--- src/rtl/sumsq_pkg.sv ---
// Shared definitions for the sum-of-squares accumulator: FSM state encoding and
// the derivation of the sample width from the sum width.
package sumsq_pkg;

  typedef enum logic {
    ST_ACCUM = 1'b0,
    ST_HOLD  = 1'b1
  } sumsq_state_e;

  // The sample is half the radicand width so its square always fits.
  function automatic int dlen_of(input int len);
    return len / 2;
  endfunction

endpackage

--- src/rtl/sumsq_acc_sq.sv ---
// Combinational square of a signed sample: magnitude first, then an unsigned
// multiply into the full sum width.
module sumsq_sq
  import sumsq_pkg::*;
#(
  parameter int LEN = 16
) (
  input  logic signed [dlen_of(LEN)-1:0] data_i,
  output logic        [LEN-1:0]          sq_o
);

  localparam int DLEN = dlen_of(LEN);

  logic [DLEN-1:0] mag;
  logic [LEN-1:0]  mag_w;

  // The most negative sample negates to itself, which as unsigned is 2^(DLEN-1).
  assign mag   = data_i[DLEN-1] ? $unsigned(-data_i) : $unsigned(data_i);
  assign mag_w = {{(LEN-DLEN){1'b0}}, mag};
  assign sq_o  = mag_w * mag_w;

endmodule

--- src/rtl/sumsq_acc.sv ---
// Streaming sum-of-squares accumulator feeding the integer square-root stage.
// Define SUMSQ_SAT_EN for a saturating sum with overflow reporting; otherwise the sum wraps.
module sumsq_acc
  import sumsq_pkg::*;
#(
  parameter int LEN   = 16,
  parameter int CNT_W = 8
) (
  input  logic                          clk,
  input  logic                          rst_n,
  input  logic                          in_valid,
  output logic                          in_ready,
  input  logic signed [dlen_of(LEN)-1:0] in_data,
  input  logic                          in_last,
  output logic                          out_valid,
  input  logic                          out_ready,
  output logic        [LEN-1:0]         out_sum,
  output logic        [CNT_W-1:0]       out_count,
  output logic                          out_ovf
);

  sumsq_state_e     state_q, state_d;
  logic [LEN-1:0]   acc_q, acc_d;
  logic [CNT_W-1:0] cnt_q, cnt_d;
  logic [LEN-1:0]   out_sum_q, out_sum_d;
  logic [CNT_W-1:0] out_count_q, out_count_d;

  logic [LEN-1:0]   sq;
  logic [LEN-1:0]   sum_next;
  logic [CNT_W-1:0] cnt_next;
  logic             ovf_next;
  logic             accept;

  sumsq_sq #(.LEN(LEN)) u_sq (
    .data_i (in_data),
    .sq_o   (sq)
  );

  assign out_valid = (state_q == ST_HOLD);
  assign in_ready  = ~out_valid | out_ready;
  assign accept    = in_valid & in_ready;
  assign cnt_next  = (cnt_q == '1) ? cnt_q : cnt_q + 1'b1;

`ifdef SUMSQ_SAT_EN
  logic             ovf_q, ovf_d;
  logic             out_ovf_q, out_ovf_d;
  logic [LEN:0]     sum_full;

  // Carry out of the top bit clamps the sum and marks the packet as overflowed.
  assign sum_full = {1'b0, acc_q} + {1'b0, sq};
  assign sum_next = sum_full[LEN] ? '1 : sum_full[LEN-1:0];
  assign ovf_next = ovf_q | sum_full[LEN];
  assign out_ovf  = out_ovf_q;

  always_ff @(posedge clk or negedge rst_n) begin
    if (!rst_n) begin
      ovf_q     <= 1'b0;
      out_ovf_q <= 1'b0;
    end else begin
      ovf_q     <= ovf_d;
      out_ovf_q <= out_ovf_d;
    end
  end

  always_comb begin
    ovf_d     = ovf_q;
    out_ovf_d = out_ovf_q;
    if (accept) begin
      if (in_last) begin
        ovf_d     = 1'b0;
        out_ovf_d = ovf_next;
      end else begin
        ovf_d     = ovf_next;
      end
    end
  end
`else
  assign sum_next = acc_q + sq;
  assign ovf_next = 1'b0;
  assign out_ovf  = ovf_next;
`endif

  always_ff @(posedge clk or negedge rst_n) begin
    if (!rst_n) begin
      state_q     <= ST_ACCUM;
      acc_q       <= '0;
      cnt_q       <= '0;
      out_sum_q   <= '0;
      out_count_q <= '0;
    end else begin
      state_q     <= state_d;
      acc_q       <= acc_d;
      cnt_q       <= cnt_d;
      out_sum_q   <= out_sum_d;
      out_count_q <= out_count_d;
    end
  end

  // A last beat always (re)loads the result, even while one is being drained.
  always_comb begin
    state_d     = state_q;
    acc_d       = acc_q;
    cnt_d       = cnt_q;
    out_sum_d   = out_sum_q;
    out_count_d = out_count_q;
    if (state_q == ST_HOLD && out_ready) begin
      state_d = ST_ACCUM;
    end
    if (accept) begin
      if (in_last) begin
        out_sum_d   = sum_next;
        out_count_d = cnt_next;
        acc_d       = '0;
        cnt_d       = '0;
        state_d     = ST_HOLD;
      end else begin
        acc_d = sum_next;
        cnt_d = cnt_next;
      end
    end
  end

  assign out_sum   = out_sum_q;
  assign out_count = out_count_q;

endmodule

--- config.mk ---
export PLATFORM = sky130hd
export DESIGN_NAME = sumsq_acc
export DESIGN_NICKNAME = d
export VERILOG_FILES = /design/src/rtl/sumsq_pkg.sv /design/src/rtl/sumsq_acc_sq.sv /design/src/rtl/sumsq_acc.sv
export SDC_FILE = /design/constraint.sdc
export NUM_CORES = 1
export LEC_CHECK = 0
export BUFFER_PORTS_ARGS = -buffer_cell sky130_fd_sc_hd__buf_2
export CELL_PAD_IN_SITES_DETAIL_PLACEMENT = 1
export CELL_PAD_IN_SITES_GLOBAL_PLACEMENT = 2
export CORE_ASPECT_RATIO = 2
export CORE_MARGIN = 3
export CORE_UTILIZATION = 42
export CTS_CLUSTER_SIZE = 16
export DETAILED_ROUTE_END_ITERATION = 10
export HOLD_SLACK_MARGIN = 0.05
export PLACE_DENSITY = 0.95
export SLEW_MARGIN = 0
export SYNTH_ARGS = -nofsm -noshare
export SYNTH_HDL_FRONTEND = slang
export SYNTH_SLANG_ARGS = --single-unit
--- constraint.sdc ---
create_clock -name clk -period 7.7 [get_ports clk]
set_input_delay 0.385 -clock clk [delete_from_list [all_inputs] [get_ports clk]]
set_output_delay 0.385 -clock clk [all_outputs]
set_load 0.01 [all_outputs]
# Yosys cells after proc, flatten, opt, wreduce, memory -nomap -nowiden
# Index checks and enable logic that the tools add are counted.
[totals]
regBits = 49
latchBits = 0
ramBits = 0
rom_bits = 0
in_bits = 13
out_inout_bits = 27
word_cells = 22
n_memories = 0
[op_classes]
n_addsub = 3
multipliers = 1
div_mod_pow = 0
magnitude_cmp = 0
n_eq_ne = 1
shifts = 0
n_mux = 7
bitwise = 3
n_reduce_logical = 2
[ops]
columns = ["op", "count"]
rows = [
  ["2-to-1 mux 8 bit", 3],
  ["adder 16 bit", 1],
  ["multiplier 8 x 8 -> 16 bit", 1],
  ["2-to-1 mux 16 bit", 1],
  ["adder 8 x 1 -> 8 bit, second input constant", 1],
  ["== test 8 bit, second input constant", 1],
  ["negation 8 bit", 1],
  ["2-to-1 mux 1 bit", 3],
  ["AND reduction 2 bit", 1],
  ["bitwise AND 1 bit", 1],
  ["logical AND 1 bit", 1],
  ["NOT 1 bit", 1],
  ["bitwise OR 1 bit", 1],
]

# Logic depth before layout (Yosys ltp)
# Gate-level depths: netlist of run 1.
[logic_depth]
depth_word = 5
mapped_depth = 20
depth_no_buf = 20

# Modules after synthesis
# A second synthesis of run 1 with hierarchy kept.
[hier_totals]
cells_unflattened = 554
area_unflattened_um2 = 4818.4
[by_module_without_submodules]
columns = ["module", "n_inst", "cells_per_inst", "area_each_um2", "seq_area_each_um2"]
rows = [
  ["sumsq_acc", 1, 331, 2980.4, 1226.2],
  ["sumsq_sq", 1, 223, 1838.0, 0.0],
]

# Least setup slack after synthesis of run 1
# Ideal clock, no wire load.
[synth_timing]
kind = "in2reg"
start = "in in_data[0]"
end = "reg out_sum_q[13] (netlist: out_sum[13])"
setup_time_ns = 0.125
arrival_ns = 4.748
required_time_ns = 7.575
path_slack_ns = 2.828
stages = 20
n_path_buf = 0
cell_sequence = "inv_1 ha_1 nand2_1 nand2_1 xor2_1 inv_1 nand2_1 fa_1 fa_1 inv_1 ha_1 inv_1 fa_1 inv_1 fa_1 a211oi_1 o21ai_1 a41oi_1 xnor2_1 mux2_2"
[synth_between]
elab_chain_cells = 4
[synth_rtl]
columns = ["item", "line_no", "text"]
rows = [
  ["from (decl)", "sumsq_acc.sv:13", "input logic signed [dlen_of(LEN)-1:0] in_data,"],
  ["negation 8 bit", "sumsq_acc_sq.sv:18", "assign mag = data_i[DLEN-1] ? $unsigned(-data_i) : $unsigned(data_i);"],
  ["2-to-1 mux 8 bit (*)", "sumsq_acc_sq.sv:18", ""],
  ["multiplier 8 x 8 -> 16 bit (*)", "sumsq_acc_sq.sv:20", "assign sq_o = mag_w * mag_w;"],
  ["adder 16 bit (*)", "sumsq_acc.sv:78", "assign sum_next = acc_q + sq;"],
  ["to (signal assigned)", "sumsq_acc.sv:94", "out_sum_q <= out_sum_d;"],
  ["to (decl)", "sumsq_acc.sv:25", "logic [LEN-1:0] out_sum_q, out_sum_d;"],
]
# Every way passes the cells marked *; elsewhere a longest branch is shown, timed or not.
# A chain may end at the register's enable or synchronous reset.

# Worst setup path in the final report of run 1
# Same ends and word-level chain as after synthesis.

==> results of run 1 <==
metrics by stage:
| stage | worst slack [ps] | hold slack [ps] |
|---|---|---|
| after floorplan | 2830 | 89.4 |
| after global placement | 1920 | 462 |
| after detailed placement | 1810 | 473 |
| after CTS | 2090 | 215 |
| after global routing | 1790 | 252 |
| final | 2130 | 194 |
cell usage after synthesis (7+ instances only):
library cell | instances | area [sq um]
o21ai_0 | 22 | 110
inv_1 | 74 | 278
a21oi_1 | 12 | 60.1
xor2_1 | 10 | 87.6
nand2_1 | 41 | 154
mux2_2 | 14 | 158
a21o_1 | 7 | 52.6
nand2b_1 | 7 | 43.8
xnor2_1 | 18 | 158
nor2_1 | 32 | 120
fa_1 | 38 | 761
dfrtp_1 | 49 | 1230
a22o_1 | 8 | 70.1
ha_1 | 37 | 463
cell type report:
cell class	count	area (sq um)
clock buffer	7	133
timing repair buffer	41	213
sequential	49	1230
clock inverter	1	7.51
inverter	75	282
multi-input combinational	308	2720
tap	132	165
fill	1188	5080
power by group through the flow:
stage,Clock [mW],Sequential (mW),Combinational [mW]
after global routing,0.230,0.423,1.82
after global placement,0,0.412,1.54
final,0.216,0.410,1.61
after CTS,0.223,0.410,1.64
after floorplan,0,0.422,1.17
after detailed placement,0,0.414,1.61
registers in the layout (all words and copies together), names as in the netlist:
register   count
acc_q         16
cnt_q          8
out_valid      1
out_count      8
out_sum       16
routing by layer:
metal / up-vias / wire, um / global-route usage [%]
li1: 1494 / - / -
met1: 1584 / 3590 / 19.6
met2: 51 / 6130 / 38.7
met3: 31 / 230 / 2.18
met4: 0 / 501 / 10.2
met5: - / 0 / 0
worst max-delay path, stage by stage:
cell and delay (ps):
buf_2 180, inv_1 120, ha_1 270, nand2_1 70
nand2_1 60, xor2_1 490, inv_1 260, nand2_1 210
fa_1 460, fa_1 510, inv_1 50, ha_1 270
inv_1 50, fa_1 530, inv_1 70, fa_1 480
a211oi_1 390, o21ai_1 220, a41oi_1 280, xnor2_1 120
mux2_2 260
cell families after synthesis:
group,synth area share [%]
multiplexers,5.11
flip-flops,28.8
buffers and inverters,7.79
AND/OR/NAND/NOR,11.1
other,0.176
XOR/XNOR,6.79
AO/OA/AOI/OAI,11.5
adder cells (fa/ha/maj),28.7
how the worst min path moves through the flow:
stage / start / endpoint / slack [ps]
global placement: acc_q[5] / acc_q[5] / 460
detailed placement: out_count[4] / out_count[4] / 470
global route: rst_n / out_sum[14] / 250
finish: rst_n / out_sum[14] / 190
CTS: rst_n / out_sum[14] / 220
floorplan: rst_n / acc_q[0] / 90
==> impl_metrics.json, run 1 <==
{
  "netlist_area_sq_mm": 0.00426,
  "cts_tree": "done",
  "synth_cells": 438,
  "synth-seq-cells": 49,
  "via_per_inst": 5.15,
  "grt_max_degree": 50,
  "grt_pass1_wl_um": 17800,
  "crit_end": "out_sum[13]",
  "arrival_ps": 5750,
  "cts-root-buf": "clkbuf_16",
  "dp_hpwl_um": 8630,
  "async_flop_share_pct": 100,
  "cts_max_path_buffers": 2,
  "port_buffers": 38,
  "antenna_found_initial": 0,
  "crit_start": "in_data[0]",
  "grt.total_usage_pct": 19.7,
  "powerDensity_mw_per_mm2": 472,
  "drv_cap": 0,
  "setup_viol": 0,
  "finalNonFillerCells": 613,
  "place_area_sq_mm": 0.00460,
  "design.portCount": 40,
  "finalHoldViolations": 0,
  "combPwrFrac_pct": 72.0,
  "vias": 3160,
  "hold_class": "in -> async",
  "cts.reportedPaths.clkPinSlew_ps": 60,
  "timing.rr.start": "acc_q[4]",
  "drc": 0,
  "fin_util_pct": 48.3,
  "cts_max_level": 2,
  "grt_pass1_vias": 3673,
  "design.core.area_sq_mm": 0.00983,
  "final_area_sq_mm": 0.00474,
  "num_rows": 51,
  "cellLeakagePower_nw": 2.44,
  "yosys_warnings": 0,
  "power_frac_clock_pct": 9.7,
  "max_clock_freq_mhz": 179,
  "critPathKind": "in -> reg",
  "slew_headroom_pct": 45.2,
  "r2r_cells": 14,
  "cts_sinks": 49,
  "area_growth_pct": 11.4,
  "required_ps": 7880,
  "post_drt_wl_per_cell_um": 17.1,
  "p_sw_mw": 1.09,
  "synth_edf_count": 0,
  "peakVddDrop_mv": 0.249,
  "end_kind": "flip-flop",
  "final_max_slew_viol_count": 0,
  "status": "complete, no violations",
  "grt-ovfl-total": 0,
  "avgSynthCellArea_sq_um": 9.72,
  "die_x_um": 77.2,
  "final_common_cell": "inv_1",
  "critical_path.max_fanout": 7,
  "drive_gt1_share_pct": 15.4,
  "finalNetCount": 568,
  "ys_seq_area_share_pct": 28.8,
  "drt_wl_total_um": 10500,
  "cts_inserted_buffers": 5,
  "min_period_ps": 5570,
  "dr.pass1.iters": 4,
  "rsz0062_at_grt": "no",
  "r2r-end": "out_sum[13]",
  "cts_resized": 0,
  "period_share_pct": 72.4,
  "critPathLaunchType": "input port",
  "power.share.switching_pct": 48.8,
  "place_inst": 605,
  "synthFlopType": "dfrtp_1",
  "cts-hold-fix-buffers": 0,
  "clk_latency_ps": 290,
  "synth_cell_type_count": 46,
  "tns_ps": 0,
  "finalPower_mw": 2.24,
  "dieArea_sq_mm": 0.0115,
  "finalClockSkew_ps": 9.25,
  "die_h_um": 148,
  "initial_utilization_pct": 43.3,
  "drt_iter0_drc": 37,
  "diodes": 0,
  "postCtsSetupBuffers": 0,
  "gp_congestion": 0.804,
  "final_antenna_net_count": 0,
  "tightest_slew_ps": 817,
  "internal_power_mw": 1.15,
  "mostFrequentLayoutCells": "inv_1, dfrtp_1, nand2_1, fa_1, buf_2",
  "rrSetupSlack_ps": 3440,
  "pwr-share-seq_pct": 18.3
}
Power figures use the tool's default switching activity.
==> run 2, diff against run 1 <==
Settings changed: CORE_UTILIZATION 42 to 39, PLACE_DENSITY 0.95 to 0.9.
Clock period 7.7 ns to 5.2 ns, I/O delays scaled along.
==> run 2 against run 1 <==
Non-clock buffer count is 20 higher. Sequential share of layout area is 1.2 points lower. Critical path type unchanged. Count of clock-buffer cells in the layout is 2 lower. Cell area is 5.0% higher. Global-route usage is 0.68 points lower. Wire length is 0.82% higher. Combinational power is 65% higher. Worst hold slack worse by 130 ps. Final cell count is 4.1% higher. Via count is 3.8% higher.
==> impl_metrics.json, run 2 (synthesis results as in run 1) <==
{
  "status": "complete, no violations",
  "die_x_um": 79.9,
  "via_per_inst": 5.14,
  "grt_pass1_wl_um": 18400,
  "cts.reportedPaths.clkPinSlew_ps": 60,
  "slew_headroom_pct": 53.4,
  "final_common_cell": "inv_1",
  "drt_iter0_drc": 52,
  "grt_pass1_vias": 3837,
  "dp_hpwl_um": 8820,
  "vias": 3280,
  "num_rows": 53,
  "fin_util_pct": 47.0,
  "dr.pass1.iters": 4,
  "die_h_um": 154,
  "cts_tree": "done",
  "dr_wl_met3_um": 141,
  "max_clock_freq_mhz": 199,
  "drc": 0,
  "min_period_ps": 5020,
  "cts_max_path_buffers": 2,
  "arrival_ps": 5190,
  "mostFrequentLayoutCells": "inv_1, dfrtp_1, nand2_1, fa_1, buf_2",
  "wl_met1_um": 3710,
  "grt_max_degree": 50,
  "dieArea_sq_mm": 0.0123,
  "port_buffers": 38,
  "hold_class": "in -> async",
  "final_antenna_net_count": 0,
  "tns_ps": 0,
  "drt_wl_total_um": 10500,
  "area_growth_pct": 17.0,
  "peakVddDrop_mv": 0.435,
  "antenna_found_initial": 0,
  "place_inst": 628,
  "finalNonFillerCells": 638,
  "critPathKind": "in -> reg",
  "powerDensity_mw_per_mm2": 720,
  "post_drt_wl_per_cell_um": 16.5,
  "drv_cap": 0,
  "diodes": 0,
  "grt-ovfl-total": 0,
  "period_share_pct": 96.5,
  "required_ps": 5380,
  "finalNetCount": 588,
  "drive_gt1_share_pct": 21.8,
  "cts_sinks": 49,
  "tightest_slew_ps": 697,
  "clk_latency_ps": 300,
  "finalHoldViolations": 0,
  "design.portCount": 40,
  "met2WireLength_um": 6420,
  "place_area_sq_mm": 0.00475,
  "gp_congestion": 0.895,
  "final_max_slew_viol_count": 0,
  "cts_max_level": 2,
  "finalPower_mw": 3.59,
  "highest_layer": "met4",
  "critPathLaunchType": "input port",
  "grt.total_usage_pct": 19.0,
  "critical_path.max_fanout": 7,
  "end_kind": "flip-flop",
  "cellLeakagePower_nw": 2.56,
  "finalClockSkew_ps": 12.7,
  "setup_viol": 0,
  "initial_utilization_pct": 40.1,
  "final_area_sq_mm": 0.00498,
  "design.core.area_sq_mm": 0.0106,
  "cts_inserted_buffers": 5,
  "cts-root-buf": "clkbuf_16"
}
## run 2: cell types whose count changed in the layout (fill, tap and decap cells not counted), sizes merged
cell / before / now
buf: 41 / 61
clkbuf: 7 / 5
clkinv: 0 / 1
inv: 75 / 76
## run 2: layout make-up
type                    instances  area (sq um)
fillers                      1247          5630
multi-input cells             308          2800
flip-flops and latches         49          1230
repair buffers                 61           363
inverters                      75           282
well taps                     137           171
clock buffers                   5           125
clock inverters                 3          21.3
## run 2: critical path, cell delays in order
cell	delay (ps)
buf_2	140
or4_4	560
o21ai_4	220
xor2_4	300
buf_4	170
nor2_2	40
fa_1	430
fa_1	510
fa_1	550
inv_1	50
fa_1	540
inv_1	40
ha_1	260
nor4_2	360
o21ai_2	150
a41oi_2	210
xnor2_1	110
mux2_2	270
## run 2: metal layers
| metal | global-route usage [%] | vias to the layer above |
|---|---|---|
| met5 | 0 | - |
| met4 | 7.74 | 0 |
| met3 | 1.11 | 19 |
| met2 | 37.6 | 54 |
| met1 | 19.7 | 1670 |
| li1 | - | 1537 |
## run 2: power breakdown
part | total [mW] | internal, mW | switching, mW
registers | 0.607 | 0.519 | 0.0882
logic | 2.65 | 1.15 | 1.50
clock network | 0.331 | 0.179 | 0.152
## run 2: what timing repair did
item | CTS | global route
resized for setup | 0 | 15
hold endpoints to repair | 0 | 0
hold buffers | 0 | 0
setup buffers | 0 | 2
setup endpoints to repair | 0 | 12
## run 2: metrics by stage
step	hold WS, ps	setup slack, ps
floorplan	-35.6	453
global route	113	-17.9
global placement	397	-124
finish	65.1	184
CTS	85.2	77.0
detailed placement	405	-219
## run 2: path summary, 6_finish.rpt
check	startpoint	endpoint	slack, ps	cells past startpoint
min in group clk	out_ready	out_valid	290	3
max in group asynchronous	rst_n	cnt_q[0]	4710	2
min	rst_n	cnt_q[4]	70	2
max	in_data[0]	out_sum[12]	180	18
min reg2reg	out_count[3]	out_count[3]	480	2
max reg2reg	acc_q[6]	out_sum[13]	1130	12
==> run 3, diff against run 2 <==
Settings changed: BUFFER_PORTS_ARGS -buffer_cell sky130_fd_sc_hd__buf_2 to -buffer_cell sky130_fd_sc_hd__buf_4, CAP_MARGIN from default to 20, GPL_TIMING_DRIVEN from default to 0.
==> run 3 against run 2 <==
Wire length increased by 1.7%. Flip-flop and latch count unchanged. Maximum frequency increased by 1.1%. Sequential share of layout area decreased by 0.42 points. Worst hold slack improved by 240 ps. Count of clock-buffer cells in the layout increased by 1. First-iteration DRC count decreased by 23%. Clock skew decreased by 4.4 ps. Critical path depth unchanged. Worst setup slack improved by 56 ps. Register-to-register slack about the same. Largest cell class unchanged. Largest power group unchanged. Highest routed layer unchanged.
==> impl_metrics.json, run 3 (synthesis results as in run 1) <==
{
  "status": "complete, no violations",
  "cts_max_level": 2,
  "grt_pass1_wl_um": 18300,
  "num_rows": 53,
  "cts_max_path_buffers": 2,
  "cp_top_family": "adder cells",
  "hold_slack_ps": 302,
  "finalNetCount": 580,
  "tns_ps": 0,
  "finalClockSkew_ps": 8.26,
  "dr.pass1.iters": 4,
  "critical_path.max_fanout": 7,
  "period_share_pct": 95.4,
  "cts_tree": "done",
  "max_clock_freq_mhz": 202,
  "cts.reportedPaths.clkPinSlew_ps": 70,
  "peakVddDrop_mv": 0.314,
  "drt_iter0_drc": 40,
  "worst-path-buf-inv": 4,
  "final_antenna_net_count": 0,
  "cellLeakagePower_nw": 2.52,
  "die_h_um": 154,
  "required_ps": 5380,
  "tightest_slew_ps": 722,
  "critPathLaunchType": "input port",
  "hold_class": "in -> reg",
  "powerDensity_mw_per_mm2": 699,
  "initial_utilization_pct": 40.1,
  "max_stage_delay_ps": 550,
  "grt_pass1_vias": 3759,
  "design.core.area_sq_mm": 0.0106,
  "vias": 3245,
  "drive_gt1_share_pct": 20.3,
  "slew_headroom_pct": 51.7,
  "min_period_ps": 4960,
  "critPathKind": "in -> reg",
  "grt.total_usage_pct": 19.1,
  "antenna_found_initial": 0,
  "design.portCount": 40,
  "register_area_sq_mm": 0.00123,
  "cp_cell_sequence": "buf_4 -> or4_4 -> o21ai_4 -> xor2_4 -> buf_12 -> nor2_1 -> fa_1 -> inv_1 -> fa_1 -> fa_1 -> fa_1 -> inv_1 -> ha_1 -> o21ai_0 -> o21ai_2 -> a41oi_2 -> xnor2_1 -> mux2_2",
  "post_drt_wl_per_cell_um": 17.0,
  "grt-ovfl-total": 0,
  "end_kind": "flip-flop",
  "finalPower_mw": 3.54,
  "gp_congestion": 0.834,
  "diodes": 0,
  "area_growth_pct": 19.1,
  "finalHoldViolations": 0,
  "clk_latency_ps": 300,
  "via_per_inst": 5.15,
  "place_area_sq_mm": 0.00473,
  "dieArea_sq_mm": 0.0123,
  "final_common_cell": "inv_1",
  "final_area_sq_mm": 0.00507,
  "cts-root-buf": "clkbuf_16",
  "cts_sinks": 49,
  "grt_max_degree": 50,
  "drt_wl_total_um": 10700,
  "crit_top_cell": "fa_1",
  "drv_cap": 0,
  "die_x_um": 79.9,
  "final_max_slew_viol_count": 0,
  "cts_inserted_buffers": 5,
  "finalNonFillerCells": 630,
  "dp_hpwl_um": 8980,
  "port_buffers": 37,
  "mostFrequentLayoutCells": "inv_1, dfrtp_1, nand2_1, buf_4, fa_1",
  "arrival_ps": 5140,
  "drc": 0,
  "num-fill-cells": 1251,
  "setup_viol": 0,
  "place_inst": 617,
  "multi_input_area_sq_mm": 0.00286,
  "slowest_stage": "or4_4"
}
[run 3: cell types whose count changed in the layout (fill, tap and decap cells not counted), moves of 2 or more]
cell	before	now
inv_1	74	72
buf_2	38	4
clkinvlp_4	1	3
clkbuf_1	0	7
xor2_1	10	8
buf_4	23	41
[run 3: metal layers]
| layer | vias to the layer above | routed length, um | global-route usage (%) |
|---|---|---|---|
| li1 | 1519 | - | - |
| met1 | 1650 | 3680 | 19.2 |
| met2 | 50 | 6410 | 38.1 |
| met3 | 26 | 201 | 1.58 |
| met4 | 0 | 439 | 7.90 |
| met5 | - | 0 | 0 |
[run 3: cell type report]
class                           count  area share [%]
Multi-Input combinational cell    308            56.5
Clock inverter                      2           0.296
Timing Repair Buffer               42            6.51
Clock buffer                        6            2.54
Inverter                           75            5.63
Sequential cell                    49            24.2
Buffer                             11           0.987
Tap cell                          137            3.38
[run 3: metrics by stage]
stage          setup WS (ps)  utilization [%]
6_report                 240             47.8
5_1_grt                -3.96             47.8
4_1_cts                -10.1             46.4
3_5_place_dp            -748             44.5
3_3_place_gp            -697             44.5
2_1_floorplan            453                -
[run 3: tightest hold or removal path, cell delays in order]
cell and delay, ps:
buf_4 80, nand2b_1 150, nand2_1 70
[run 3: final timing paths]
| kind | slack (ps) | start | to | cells after the start |
|---|---|---|---|---|
| worst min-delay path | 300 | out_ready | out_valid | 3 |
| worst max register to register | 1130 | acc_q[7] | out_sum[14] | 14 |
| min in group asynchronous | 520 | rst_n | acc_q[12] | 2 |
| max in group asynchronous | 4260 | rst_n | out_valid | 2 |
| worst min register to register | 490 | out_count[6] | out_count[6] | 2 |
| worst max-delay path | 240 | in_data[0] | out_sum[14] | 18 |
[run 3: power breakdown]
| part | internal [mW] | switching (mW) | leakage [nW] | total, mW |
|---|---|---|---|---|
| clock | 0.179 | 0.144 | 0.0631 | 0.322 |
| sequential | 0.519 | 0.0871 | 0.626 | 0.606 |
| combinational | 1.10 | 1.51 | 1.83 | 2.62 |
| total | 1.80 | 1.75 | 2.52 | 3.54 |
[run 3: what timing repair did]
action,in CTS,in global routing
gates resized for setup,8,19
endpoints found under the hold margin,49,0
endpoints found under the setup margin,15,14
pin swaps,0,3
hold buffers,1,0
setup buffers,0,4
